**config.mk**
```make
export PLATFORM = sky130hd
export DESIGN_NAME = product_display
export DESIGN_NICKNAME = d
export VERILOG_FILES = /design/src/rtl/product_display_pkg.sv /design/src/rtl/bin2bcd_seq.sv /design/src/rtl/product_display.sv
export SDC_FILE = /design/constraint.sdc
export NUM_CORES = 1
export LEC_CHECK = 0
export ABC_AREA = 1
export ABC_CLOCK_PERIOD_IN_PS = 4600
export CORE_MARGIN = 3
export CORE_UTILIZATION = 36
export CTS_CLUSTER_DIAMETER = 30
export DETAILED_ROUTE_END_ITERATION = 6
export GPL_ROUTABILITY_DRIVEN = 1
export SLEW_MARGIN = 20
export SYNTH_ARGS = -nofsm -noshare
export SYNTH_HDL_FRONTEND = slang
export SYNTH_HIERARCHICAL = 1
export SYNTH_SLANG_ARGS = --single-unit
export TNS_END_PERCENT = 100
```
**constraint.sdc**
```tcl
create_clock -name clk -period 4.6 [get_ports clk]
set_input_delay 0.92 -clock clk [delete_from_list [all_inputs] [get_ports clk]]
set_output_delay 0.92 -clock clk [all_outputs]
set_load 0.05 [all_outputs]
```
**src/rtl/product_display_pkg.sv**
```systemverilog
// Shared types, segment constants and helpers for the product readout display.
package product_display_pkg;

    localparam int unsigned BCD_DIGITS = 3;
    localparam int unsigned BCD_W      = 4 * BCD_DIGITS;
    localparam int unsigned BIN_W      = 8;

    typedef logic [2:0] state_t;

    localparam state_t StIdle = 3'd0;
    localparam state_t StRead = 3'd1;
    localparam state_t StCapt = 3'd2;
    localparam state_t StConv = 3'd3;
    localparam state_t StLoad = 3'd4;

    // Active-low {g,f,e,d,c,b,a}
    localparam logic [6:0] SEG_0     = 7'b1000000;
    localparam logic [6:0] SEG_1     = 7'b1111001;
    localparam logic [6:0] SEG_2     = 7'b0100100;
    localparam logic [6:0] SEG_3     = 7'b0110000;
    localparam logic [6:0] SEG_4     = 7'b0011001;
    localparam logic [6:0] SEG_5     = 7'b0010010;
    localparam logic [6:0] SEG_6     = 7'b0000010;
    localparam logic [6:0] SEG_7     = 7'b1111000;
    localparam logic [6:0] SEG_8     = 7'b0000000;
    localparam logic [6:0] SEG_9     = 7'b0010000;
    localparam logic [6:0] SEG_BLANK = 7'b1111111;

    function automatic logic [6:0] seg_encode(input logic [3:0] digit);
        logic [6:0] seg;
        case (digit)
            4'd0:    seg = SEG_0;
            4'd1:    seg = SEG_1;
            4'd2:    seg = SEG_2;
            4'd3:    seg = SEG_3;
            4'd4:    seg = SEG_4;
            4'd5:    seg = SEG_5;
            4'd6:    seg = SEG_6;
            4'd7:    seg = SEG_7;
            4'd8:    seg = SEG_8;
            4'd9:    seg = SEG_9;
            default: seg = SEG_BLANK;
        endcase
        return seg;
    endfunction

endpackage

```
**src/rtl/bin2bcd_seq.sv**
```systemverilog
// Sequential double-dabble: 8-bit binary to three BCD digits, one iteration per clock.
module bin2bcd_seq
    import product_display_pkg::*;
(
    input  logic             clk,
    input  logic             reset,
    input  logic             load,
    input  logic [BIN_W-1:0] bin,
    output logic [BCD_W-1:0] bcd,
    output logic             valid
);

    localparam int unsigned SrW = BIN_W + BCD_W;

    logic [SrW-1:0] sr_q;
    logic [SrW-1:0] sr_adj;
    logic [2:0]     cnt_q;
    logic           run_q;

    always_comb begin
        sr_adj = sr_q;
        for (int i = 0; i < int'(BCD_DIGITS); i++) begin
            if (sr_q[BIN_W + 4*i +: 4] >= 4'd5) begin
                sr_adj[BIN_W + 4*i +: 4] = sr_q[BIN_W + 4*i +: 4] + 4'd3;
            end
        end
    end

    always_ff @(posedge clk or posedge reset) begin
        if (reset) begin
            sr_q  <= '0;
            cnt_q <= '0;
            run_q <= 1'b0;
        end else if (load) begin
            sr_q  <= {{BCD_W{1'b0}}, bin};
            cnt_q <= '0;
            run_q <= 1'b1;
        end else if (run_q) begin
            sr_q  <= {sr_adj[SrW-2:0], 1'b0};
            cnt_q <= cnt_q + 3'd1;
            if (cnt_q == 3'd7) begin
                run_q <= 1'b0;
            end
        end
    end

    // High during the final iteration; bcd holds the result from the next cycle on.
    assign valid = run_q && (cnt_q == 3'd7);
    assign bcd   = sr_q[SrW-1:BIN_W];

endmodule

```
**src/rtl/product_display.sv**
```systemverilog
// Reads one product RAM word, converts it to BCD and scans it onto a 4-digit 7-seg display.
module product_display
    import product_display_pkg::*;
#(
    parameter int unsigned REFRESH_DIV = 100000
) (
    input  logic             clk,
    input  logic             reset,
    input  logic             start,
    input  logic [2:0]       sel_addr,
    input  logic [BIN_W-1:0] rd_data,
    output logic [2:0]       rd_addr,
    output logic             busy,
    output logic             done,
    output logic [3:0]       an,
    output logic [6:0]       seg
);

    localparam int unsigned PreW = (REFRESH_DIV > 2) ? $clog2(REFRESH_DIV) : 1;

    state_t           state_q, state_d;
    logic [2:0]       rd_addr_q;
    logic             busy_q;
    logic             done_q;
    logic [3:0]       digit_q [4];
    logic [3:0]       digit_d [4];
    logic [BCD_W-1:0] bcd;
    logic             conv_last;
    logic             accept;

    logic [PreW-1:0]  pre_q;
    logic             tick;
    logic [1:0]       idx_q;
    logic [1:0]       show_q;
    logic [1:0]       seg_sel;
    logic             scan_on_q;
    logic [3:0]       an_q;
    logic [6:0]       seg_q, seg_d;

    assign accept = (state_q == StIdle) && start;

    bin2bcd_seq u_bin2bcd (
        .clk   (clk),
        .reset (reset),
        .load  (state_q == StCapt),
        .bin   (rd_data),
        .bcd   (bcd),
        .valid (conv_last)
    );

    always_comb begin
        state_d = state_q;
        case (state_q)
            StIdle:  if (start) state_d = StRead;
            StRead:  state_d = StCapt;
            StCapt:  state_d = StConv;
            StConv:  if (conv_last) state_d = StLoad;
            StLoad:  state_d = StIdle;
            default: state_d = StIdle;
        endcase
    end

    always_comb begin
        for (int i = 0; i < 4; i++) begin
            digit_d[i] = digit_q[i];
        end
        if (state_q == StLoad) begin
            digit_d[3] = {1'b0, rd_addr_q};
            digit_d[2] = bcd[11:8];
            digit_d[1] = bcd[7:4];
            digit_d[0] = bcd[3:0];
        end
    end

    always_ff @(posedge clk or posedge reset) begin
        if (reset) begin
            state_q   <= StIdle;
            rd_addr_q <= '0;
            busy_q    <= 1'b0;
            done_q    <= 1'b0;
            for (int i = 0; i < 4; i++) begin
                digit_q[i] <= '0;
            end
        end else begin
            state_q <= state_d;
            done_q  <= (state_q == StLoad);
            if (accept) begin
                rd_addr_q <= sel_addr;
                busy_q    <= 1'b1;
            end else if (state_q == StLoad) begin
                busy_q <= 1'b0;
            end
            for (int i = 0; i < 4; i++) begin
                digit_q[i] <= digit_d[i];
            end
        end
    end

    // Scan: an reflects idx_q as it was at the tick; show_q remembers which digit is lit.
    assign tick    = (pre_q == PreW'(REFRESH_DIV - 1));
    assign seg_sel = tick ? idx_q : show_q;

    // Use next-state digits so a fresh load shows on seg in the same cycle digits update.
    always_comb begin
        seg_d = SEG_BLANK;
        if (tick || scan_on_q) begin
            seg_d = seg_encode(digit_d[seg_sel]);
        end
    end

    always_ff @(posedge clk or posedge reset) begin
        if (reset) begin
            pre_q     <= '0;
            idx_q     <= '0;
            show_q    <= '0;
            scan_on_q <= 1'b0;
            an_q      <= 4'b1111;
            seg_q     <= SEG_BLANK;
        end else begin
            seg_q <= seg_d;
            if (tick) begin
                pre_q     <= '0;
                idx_q     <= idx_q + 2'd1;
                show_q    <= idx_q;
                scan_on_q <= 1'b1;
                an_q      <= ~(4'b0001 << idx_q);
            end else begin
                pre_q <= pre_q + PreW'(1);
            end
        end
    end

    assign rd_addr = rd_addr_q;
    assign busy    = busy_q;
    assign done    = done_q;
    assign an      = an_q;
    assign seg     = seg_q;

endmodule
```
# == Word-level counts from Yosys, hierarchy flattened ==
# Memories as Yosys holds them, arrays and structs flattened.
# Cells that the tools add are included.
# totals
reg_bits,81
latch_bits,0
mem_bits_rw,0
mem_bits_ro,112
inputBits,14
output_inout_bits,16
word_cells,68
n_memories,1
# mem_list
name,words,word_bits,rd,rd_clocked_by_memory_dff,wr,line,source
(name not given),16,7,1,0,0,product_display_pkg.sv:31,case (digit)
# op_classes
n_addsub,6
mul,0
div,0
order_cmp,4
n_eq_ne,8
n_shift,1
muxes,22
n_bitwise,2
reduce_logical,7
# ops
operator,count
$mux 20,2
$add 17x1->17 const B,1
$eq 17x17->1 const B,1
$mux 17,1
$mux 16,1
$mux 4,4
$mux 3,5
$ge 4x3->1 const B,3
$pmux 3 s4,1
$add 4x2->4 const B,2
$bmux 4 s2,1
$mux 7,1
$eq 3x2->1 const B,2
$eq 3x3->1 const B,2
$mux 1,5
$ne 2x2->1 const B,2
$not 4->4,1
$reduce_bool 2->1,2
$shl 1x2->4 const A,1
$add 3x1->3 const B,1
$add 3x2->3 const B,1
$eq 3x1->1 const B,1
$ge 3x3->1 const B,1
$logic_not 3->1,1
other kinds (6),7

# == Depth between registers and ports, before layout ==
# An unclocked memory read counts as a cell.
# depth
depth_word,8
ltp_mapped,18
depth_no_buf,17

# == By module ==
# The synthesis kept the hierarchy.
# modules_own_cells
mod,n_inst,cells_per_inst,area_each_um2
product_display,1,343,3007.9
bin2bcd_seq,1,160,1363.8

# == Worst setup path after synthesis ==
# Ideal clock, no wire load.
# synth_path
kind,register -> register
from,reg pre_q[0]
to,"reg seg_q[3], in the netlist seg[3]"
setup_ns,0.084
t_arrival_ns,2.009
path_slack_ns,2.507
stages_incl_launch_ff,16
synth_period_minus_slack_ns,2.093
path_cell_list,dfrtp_1 -> ha_1 -> nand2_2 -> nor2_4 -> nand3_2 -> nor2_4 -> nand3_4 -> nand2_4 -> buf_6 -> nand2_1 -> nand3_1 -> nand2_1 -> ha_1 -> nand3_1 -> nand3_1 -> nand3_2
# synth_via
elab_chain_len,8
word_cells_on_any_way,9
# synth_rtl
element,line,source
start: declaration,product_display.sv:31,logic [PreW-1:0] pre_q;
start signal: assignment,product_display.sv:128,pre_q <= pre_q + PreW'(1);
$eq 17x17->1 *,product_display.sv:100,assign tick = (pre_q == PreW'(REFRESH_DIV - 1));
$mux 2,--,
$not 2->3 (not written as such),product_display.sv:107,seg_d = seg_encode(digit_d[seg_sel]);
$bmux 4 s2,product_display.sv:107,
$mux 4 (not written as such) (2 in a row),product_display.sv:107,
$mem_v2 16x7,--,
$mux 7 *,product_display.sv:106,if (tick || scan_on_q) begin
via seg_d[3],product_display.sv:38,"logic [6:0] seg_q, seg_d;"
end signal: assignment,product_display.sv:120,seg_q <= seg_d;
end: declaration,product_display.sv:38,
# Mark *: on every way through the listed nets, which the timed path passes. The rest lies on a longest branch. The select of a mux whose other input is x is not followed.
# A chain may end at the register's enable or synchronous reset.

# == Final worst setup path ==
# layout_path
from,"reg an_q[1], in the netlist an[1]"
to,out an[1]
# layout_rtl
element,line,source
start: declaration,product_display.sv:37,logic [3:0] an_q;
start signal: assignment,product_display.sv:126,an_q <= ~(4'b0001 << idx_q);
end: declaration,product_display.sv:15,"output logic [3:0] an,"
# No word-level cell between the ends.

==> metrics.cfg <==
[outcome]
status=finished clean

[floorplanning]
rows=39
die-area_um2=13500
start_util=0.375
die_y_um=116
io_pins=30
die_x_um=116
core_area_um2=11700

[global_routing]
grt_pass1_vias=3253
grt.overflow.total=0
groute.usage.overall=0.143
grt_pass1_wl_um=15300
antenna_found_initial=0
grt_max_degree=38

[sta]
period_minus_slack_ps=2580
post-route-period-util=0.561
whs_ps=459
finalMaxSlewViolations=0
slew_headroom=0.378
finalSetupViolCount=0
fin_setup_tns_ps=0
worst_pin_slew_ps=928
max_freq_mhz=388
finalClockSkew_ps=4.91
rsz0062_at_grt=false
hold_violations=0

[synth]
synthFlopType=dfrtp_1
synth_cells=503
synth_cell_types=40
syn_area_um2=4370
synth_area_per_cell_um2=8.69
synthArstFlopShare=1.00
synth-warning-count=6
syn_nets=535
synth_edf_count=0
ys_seq_area_frac=0.467
ys_ff_latch=81

[clocking]
clock-sinks=81
clockBufferDepth=2
clk_latency_ps=330
cts.reportedPaths.clkPinSlew_ps=60
cts_max_level=3
cts-buffers-inserted=9
cts_root_buffer=clkbuf_16
postCtsSetupBuffers=0
cts_tree=done
cts_resized=0
hold_buffers=0

[worst_setup_path]
path_buf_inv=1
worstPathArrival_ps=1660
r2r_setup_slack_ps=2190
critPathKind=register to output port
r2r_start=pre_q[11]$_DFF_PP0_
crit_chain=clkdlybuf4s50_1
r2r-end=seg[3]$_DFF_PP1_
worstSetupStartpointType=register
worstRegToRegCells=15
max_stage_delay_ps=800
crit_path_max_fanout=2
critPathRequiredTime_ps=3680
critPathTopFamily=buffers and inverters
crit_slowest_cell=clkdlybuf4s50_1
end_kind=output port

[drt]
route.detailed.drc=0
routed_wl_um=8720
wire_per_inst_um=12.8
drt_first_pass_iters=5
drt_iter0_drc=209
via_per_inst=4.77
dr_total_vias=3248
final_antenna_net_count=0

[flow_run]
drv_cap=0

[final_layout]
multiInputGateArea_um2=1950
n_fill_cell=1110
nets=565
final-seq-area_um2=2040
drive_gt1_frac=0.158
stdcell_count=681
diodes=0
area_growth_pct=16.4

[hold_path]
hp-class=register to register
whs_path_depth=1
min_to=pre_q[0]$_DFF_PP0_
worstHoldStart=pre_q[0]$_DFF_PP0_

[placement]
dp_cells=665
gp_congestion=0.872
port_buffers=29
hpwl_um=6170

[pwr]
p_leak_nw=2.50
power_mw=2.79
power_density_nw_per_um2=547
ir_drop_v=0.000288

## cell families after synthesis
kind of cell	after synthesis	synth area share
adder cells (fa/ha/maj)	18	0.0515
AND/OR/NAND/NOR	268	0.317
AO/OA/AOI/OAI	47	0.0633
flip-flops	81	0.467
buffers and inverters	83	0.0881
XOR/XNOR	3	0.00601
multiplexers	3	0.00773
## worst register-to-register path: cells and delay by family, from the launching register on
kind	cells	cell delay (ps)
buf+inv	2	140
simple gates	12	1540
fa+ha+maj	1	190
flops	1	450
## synthesized netlist by cell type, types with 9 or more instances
| cell type | n | area share |
|---|---|---|
| nand3_2 | 13 | 0.030 |
| ha_1 | 18 | 0.052 |
| nand4_1 | 9 | 0.013 |
| dfstp_2 | 11 | 0.066 |
| o21ai_0 | 23 | 0.026 |
| dfrtp_1 | 70 | 0.40 |
| nor2_1 | 18 | 0.015 |
| nand2_1 | 138 | 0.12 |
| inv_1 | 62 | 0.053 |
| nand3_1 | 55 | 0.063 |
| a21oi_1 | 10 | 0.011 |
## final cells by class
cell class / count / area share
clock inverters: 5 / 0.0202
repair buffers: 30 / 0.0585
clock buffers: 11 / 0.0477
multi-input cells: 339 / 0.383
well taps: 143 / 0.0352
flip-flops and latches: 81 / 0.401
inverters: 72 / 0.0548
## state kept, by name, indices dropped and copies added, names as in the netlist, 2 cells and up
register	count
state_q	3
u_bin2bcd/sr_q	20
idx_q	2
pre_q	17
rd_addr	3
seg	7
an	4
digit_q	16
show_q	2
u_bin2bcd/cnt_q	3
## power by group
part	internal, mW	switching, mW	leakage (nW)
Clock	0.544	0.281	0.166
Sequential	0.879	0.128	1.01
Combinational	0.345	0.608	1.32
Total	1.77	1.02	2.50
## metal layers
| metal | up-vias | GRT usage | routed length (um) |
|---|---|---|---|
| met1 | 1519 | 0.184 | 4200 |
| met2 | 52 | 0.237 | 4070 |
| li1 | 1669 | - | - |
| met4 | 0 | 0.0441 | 111 |
| met5 | - | 0 | 0 |
| met3 | 8 | 0.0363 | 336 |
## metrics by stage
stage | utilization | area [um^2] | setup WS, ps
CTS | 0.436 | 5090 | 1990
detailed placement | 0.407 | 4740 | 2210
global route | 0.436 | 5090 | 1930
floorplan | - | 4370 | 2300
global placement | 0.407 | 4740 | 2240
finish | 0.436 | 5090 | 2020
## placed cells by master, fill, tap and decap left out, types with 10 or more instances in the layout
master           netlist  layout
a21oi_1               10      10
inv_1                 62      60
nand3_1               55      55
nand2_1              138     138
dfstp_2               11      11
nor2_1                18      17
o21ai_0               23      23
nand3_2               13      13
dfrtp_1               70      70
clkdlybuf4s50_1        0      29
ha_1                  18      18
## how the worst max path moves through the flow
stage	start	to	slack [ps]	cells after the start
global placement	reset	seg[5]$_DFF_PP1_	2240	3
finish	an[1]$_DFFE_PP1N_	an[1]	2020	1
CTS	an[1]$_DFFE_PP1N_	an[1]	1990	1
detailed placement	pre_q[13]$_DFF_PP0_	seg[3]$_DFF_PP1_	2210	15
floorplan	reset	busy$_DFFE_PP0P_	2300	1
global route	pre_q[10]$_DFF_PP0_	seg[0]$_DFF_PP1_	1930	16
Power figures use the tool's default switching activity.
==> RTL edit 1, RTL diff (same settings) <==
Reset style: synchronous (`reset`), changed in 3 clocked blocks.
--- a/src/rtl/bin2bcd_seq.sv
+++ b/src/rtl/bin2bcd_seq.sv
@@ -27,5 +27,5 @@
     end
 
-    always_ff @(posedge clk or posedge reset) begin
+    always_ff @(posedge clk) begin
         if (reset) begin
             sr_q  <= '0;
--- a/src/rtl/product_display.sv
+++ b/src/rtl/product_display.sv
@@ -73,5 +73,5 @@
     end
 
-    always_ff @(posedge clk or posedge reset) begin
+    always_ff @(posedge clk) begin
         if (reset) begin
             state_q   <= StIdle;
@@ -109,5 +109,5 @@
     end
 
-    always_ff @(posedge clk or posedge reset) begin
+    always_ff @(posedge clk) begin
         if (reset) begin
             pre_q     <= '0;
Function: differs if reset is asserted again (counterexample within 4 cycles, from zero or initial values and one cycle with reset high); with reset held inactive, the same outputs for 10 cycles.
==> RTL edit 1 against the unedited design <==
Final area decreased by 11%. Wire length decreased by 7.5%. Synthesized area decreased by 9.6%. Fmax decreased by 11%. Worst setup slack got worse by 320 ps. Sequential cell count unchanged. Hold slack got worse by 13 ps. Largest cell class is now multi-input combinational cells.
Power is not compared: it rests on default switching activity, and its combinational part moved more than twofold at a synthesized area within 25%.
==> RTL edit 1: results (changes against the unedited design) <==
critical_path:
  cp_slowest_cell: "nand4_1"
  r2r_cells: 12  # -3
  critPathMaxStageDelay_ps: 510  # -290 ps
  reg2reg_setup_slack_ps: 1700  # -490 ps
  cp_max_fo: 13  # +11
  crit_path_start_kind: "flip-flop"
  endpoint: "seg[3]"
  arrival_ps: 3130  # +1470 ps
  setup.worst_path.start: "pre_q[0]"
placement:
  place_congestion: 0.808  # -7.3%
  dpl_cell_area_um2: 4310  # -9.0%
  place_ws_ps: 1770  # -445 ps
  post-dp-hpwl_um: 5950  # -3.5%
  io_buffers: 29  # unchanged
power_and_ir_drop:
  ir_drop_uv: 193
  p_leak_nw: 1.94
  power.share.switching_pct: 28.5
global_routing:
  grt_max_degree: 27  # -29%
  grt_pass1_wl_um: 13900  # -9.0%
  antenna_found_initial: 0  # unchanged
  grt_pass1_vias: 2975  # -8.5%
  grt_util_all_layers_pct: 13.6  # -0.72 points
status:
  status: "finished, final reports clean"
logic_synthesis:
  synthTopCellsByCount: "nand2_1 (92), dfxtp_1 (81), inv_1 (61)"
  ys_warn_count: 6  # unchanged
  ys_seq_area_share_pct: 41.1  # -5.6 points
  synthTopCellsByArea: "dfxtp_1 (41%), nand2_1 (8.7%), nand3_1 (6.6%), inv_1 (5.8%), ha_1 (5.7%)"
  async_flop_share_pct: 0  # -100 points
  syn_nets: 549  # +2.6%
  yosysMostFrequentCell: "nand2_1"
  ys_types: 39  # -2.5%
sta:
  maxSlewHeadroom_pct: 48.7  # +11 points
  post-route-period-util_pct: 63.0  # +6.9 points
  skew_ps: 11.7  # +6.79 ps
final_layout:
  top_regs: "u_bin2bcd/sr_q: 20 flops, pre_q: 17 flops, digit_q: 16 flops"
  diodes: 0  # unchanged
  nNetsFinal: 575  # +1.8%
  drive_gt1_share_pct: 10.4  # -5.4 points
route:
  wl_per_cell_um: 11.8  # -7.9%
  drt_iter0_drc: 168  # -20%
  firstDrtPassIters: 4  # -1
  vias: 3240  # -0.25%
clock_tree:
  numCtsBuffers: 9  # unchanged
  ctsResizeCount: 0  # unchanged
  cts.clk_slew.worst_paths_ps: 80  # +20 ps
  clock-root-buffer: "clkbuf_8"
  clk_latency_ps: 360  # +30 ps
  cts_htree_levels: 3  # unchanged
  cts_setup_buffers: 0  # unchanged
  clock_path_buffers: 2  # unchanged
min_path:
  hold_class: "flip-flop to flip-flop"
  hp-start: "digit_q[3][3]"
[RTL edit 1: cell types whose count changed after synthesis, moves of 5 or more]
cell,unedited run,this run
dfrtp_1,70,0
o211ai_1,0,5
o21a_1,0,5
nand2_1,138,92
or2_2,2,12
nor3b_1,0,5
nand3_2,13,3
dfstp_2,11,0
nor3_1,2,10
nor2_1,18,57
nand4_1,9,3
a21oi_1,10,27
dfxtp_1,0,81
o221ai_1,0,6
[RTL edit 1: layout make-up]
| class | count | area, µm² |
|---|---|---|
| multi-input cells | 354 | 1960 |
| fillers | 1083 | 6000 |
| repair buffers | 31 | 305 |
| clock buffers | 11 | 141 |
| flip-flops and latches | 81 | 1620 |
| well taps | 136 | 170 |
| inverters | 66 | 253 |
| clock inverters | 5 | 55.1 |
[RTL edit 1: worst min-delay path by stage]
stage                          to  cells past startpoint
finish              digit_q[3][3]                      2
global route        digit_q[3][3]                      2
CTS                 digit_q[3][3]                      2
detailed placement  digit_q[3][3]                      2
global placement    digit_q[3][3]                      2
floorplan           digit_q[3][3]                      2
[RTL edit 1: cell families after synthesis]
family / after synthesis / synth area share, %
fa+ha+maj: 18 / 5.70
simple gates: 258 / 31.6
xor+xnor: 8 / 1.77
compound gates: 70 / 10.6
buf+inv: 82 / 9.22
flops: 81 / 41.1
[RTL edit 1: worst max-delay path: cells and delay by family (launching register included)]
family        cells  cell delay (ps)
simple gates     10             1850
fa+ha+maj         2              530
flops             1              380
[RTL edit 1: metal layers]
layer,global-route usage [%],up-vias,wire [µm]
met5,0,-,0
met4,3.53,0,93
met3,4.42,10,329
met2,21.2,50,3640
met1,18.1,1448,4010
li1,-,1732,-
[RTL edit 1: power by group through the flow]
stage | combinational, mW | sequential, mW | clock, mW
floorplan | 0.171 | 0.802 | 0
global placement | 0.225 | 0.800 | 0
detailed placement | 0.230 | 0.800 | 0
CTS | 0.232 | 0.784 | 0.538
global route | 0.263 | 0.791 | 0.569
finish | 0.230 | 0.785 | 0.520
[RTL edit 1: stage by stage]
step	instances	utilization, %	hold WS (ps)
after floorplan	517	-	417
after detailed placement	668	41.1	435
after global routing	684	42.9	486
final	684	42.9	446
after global placement	668	41.1	435
after CTS	684	42.9	448
==> RTL edit 2, RTL diff (config.mk and constraints unchanged) <==
Made on the original files. Set the parameter `REFRESH_DIV` to 50000 (it was 100000).
--- a/src/rtl/product_display.sv
+++ b/src/rtl/product_display.sv
@@ -3,5 +3,5 @@
     import product_display_pkg::*;
 #(
-    parameter int unsigned REFRESH_DIV = 100000
+    parameter int unsigned REFRESH_DIV = 50000
 ) (
     input  logic             clk,
Function: same outputs for any inputs over 10 cycles, from zero or initial values and one cycle with reset high; that may be too few to reach the edited logic, so the function may still have changed.
==> RTL edit 2 against the unedited design <==
Worst setup slack improved by 1.5 ps. Global-route usage fell by 0.25 points. Sequential cell count fell by 1. Clock power decreased by 14%. First-iteration DRC count down 20%. Fmax barely moved. Final area is 1.7% lower. Wire length down 2.3%. Synthesized area fell by 0.94%. Final cell count down 1.3%. Total power decreased by 4.4%. Synthesized cell count decreased by 1.8%. Critical path type unchanged.
==> RTL edit 2: results (changes against the unedited design) <==
status:
  status: "finished, final reports clean"
placement:
  place_inst: 656  # -1.4%
  place_congestion: 0.861  # -1.2%
  post-dp-hpwl_um: 6280  # +1.8%
sta:
  skew_ps: 7.22  # +2.31 ps
  worstMarginPinSlew_ps: 945  # +17.8 ps
power_and_ir_drop:
  p_leak_nw: 2.45  # -1.9%
  power_frac_seq_pct: 37.7  # +1.5 points
  pwr-share-clk_pct: 26.6  # -3.0 points
  powerDensity_nw_per_um2: 532  # -2.7%
  ir_drop_uv: 289  # +0.34%
final_layout:
  clkCellAreaFrac_pct: 5.93  # -0.86 points
  sh_seq_area_pct: 40.3  # +0.20 points
  fillers: 1141  # +2.8%
  top_regs: "u_bin2bcd/sr_q: 20 flops, digit_q: 16 flops, pre_q: 16 flops"
  buffers: 31  # +3.3%
  nNetsFinal: 556  # -1.6%
  buf_share_pct: 6.10  # +0.25 points
  drive_gt1_share_pct: 16.6  # +0.84 points
  multi_input_area_share_pct: 38.9  # +0.65 points
  n_all_inverters: 67  # -6.9%
  multi_input_cells: 335  # -1.2%
clock_tree:
  clock_path_buffers: 2  # unchanged
  numCtsBuffers: 9  # unchanged
  cts_sinks: 80  # -1.2%
logic_synthesis:
  async_flop_share_pct: 100  # unchanged
  syn_nets: 526  # -1.7%
  synthMuxAreaShare_pct: 0.780  # +0.0074 points
  synthTopCellsByArea: "dfrtp_1 (40%), nand2_1 (12%), dfstp_2 (6.7%), nand3_1 (6.0%), ha_1 (5.2%)"
  synthAdderAreaFrac_pct: 5.20  # +0.049 points
  synthTopCellsByCount: "nand2_1 (134), dfrtp_1 (69), inv_1 (59)"
  ys_types: 41  # +2.5%
  synth_compound_area_share_pct: 6.73  # +0.41 points
critical_path:
  cp_max_fo: 2  # unchanged
route:
  drt_iter0_drc: 167  # -20%
  vias: 3293  # +1.4%
  vias_per_cell: 4.90  # +2.7%
  firstDrtPassIters: 4  # -1
  wl_per_cell_um: 12.7  # -0.97%
global_routing:
  grt_pass1_vias: 3191  # -1.9%
  grt_util_all_layers_pct: 14.0  # -0.25 points
  grt_pass1_wl_um: 15000  # -2.0%
  grt_max_degree: 42  # +11%
job:
  maxCapViolations: 0  # unchanged
## RTL edit 2: cell types whose count changed in the layout (fill, tap and decap cells not counted), sizes merged, moves of 2 or more
cell	delta
nor2	+4
nand3	-5
nor4	+2
xnor2	+2
inv	-2
o21ai	-3
nand2	-3
or2	-2
bufinv	-2
## RTL edit 2: per-stage QoR
| step | setup slack, ps | hold slack [ps] | power (mW) |
|---|---|---|---|
| 3_3_place_gp | 2240 | 443 | 1.94 |
| 2_1_floorplan | 2330 | 430 | 1.78 |
| 5_1_grt | 1920 | 494 | 2.88 |
| 3_5_place_dp | 2190 | 458 | 1.97 |
| 4_1_cts | 2000 | 467 | 2.70 |
| 6_report | 2020 | 463 | 2.66 |
## RTL edit 2: per-layer routing
| layer | track usage (%) | up-vias | routed length, µm | part of all wire [%] |
|---|---|---|---|---|
| met5 | 0 | - | 0 | 0 |
| met4 | 4.49 | 0 | 127 | 1.5 |
| li1 | - | 1648 | - | - |
| met1 | 18.0 | 1572 | 3940 | 46 |
| met3 | 4.23 | 12 | 365 | 4.3 |
| met2 | 22.9 | 61 | 4090 | 48 |
## RTL edit 2: path summary, 6_finish.rpt
kind / start / endpoint / slack [ps] / depth (start not counted)
max in group asynchronous: reset / seg[2] / 2630 / 3
min in group asynchronous: reset / digit_q[7] / 1170 / 2
setup reg to reg: state_q[1] / seg[3] / 2150 / 13
hold / removal: pre_q[0] / pre_q[0] / 460 / 1
setup / recovery: an[3] / an[3] / 2020 / 1
hold reg to reg: pre_q[0] / pre_q[0] / 460 / 1
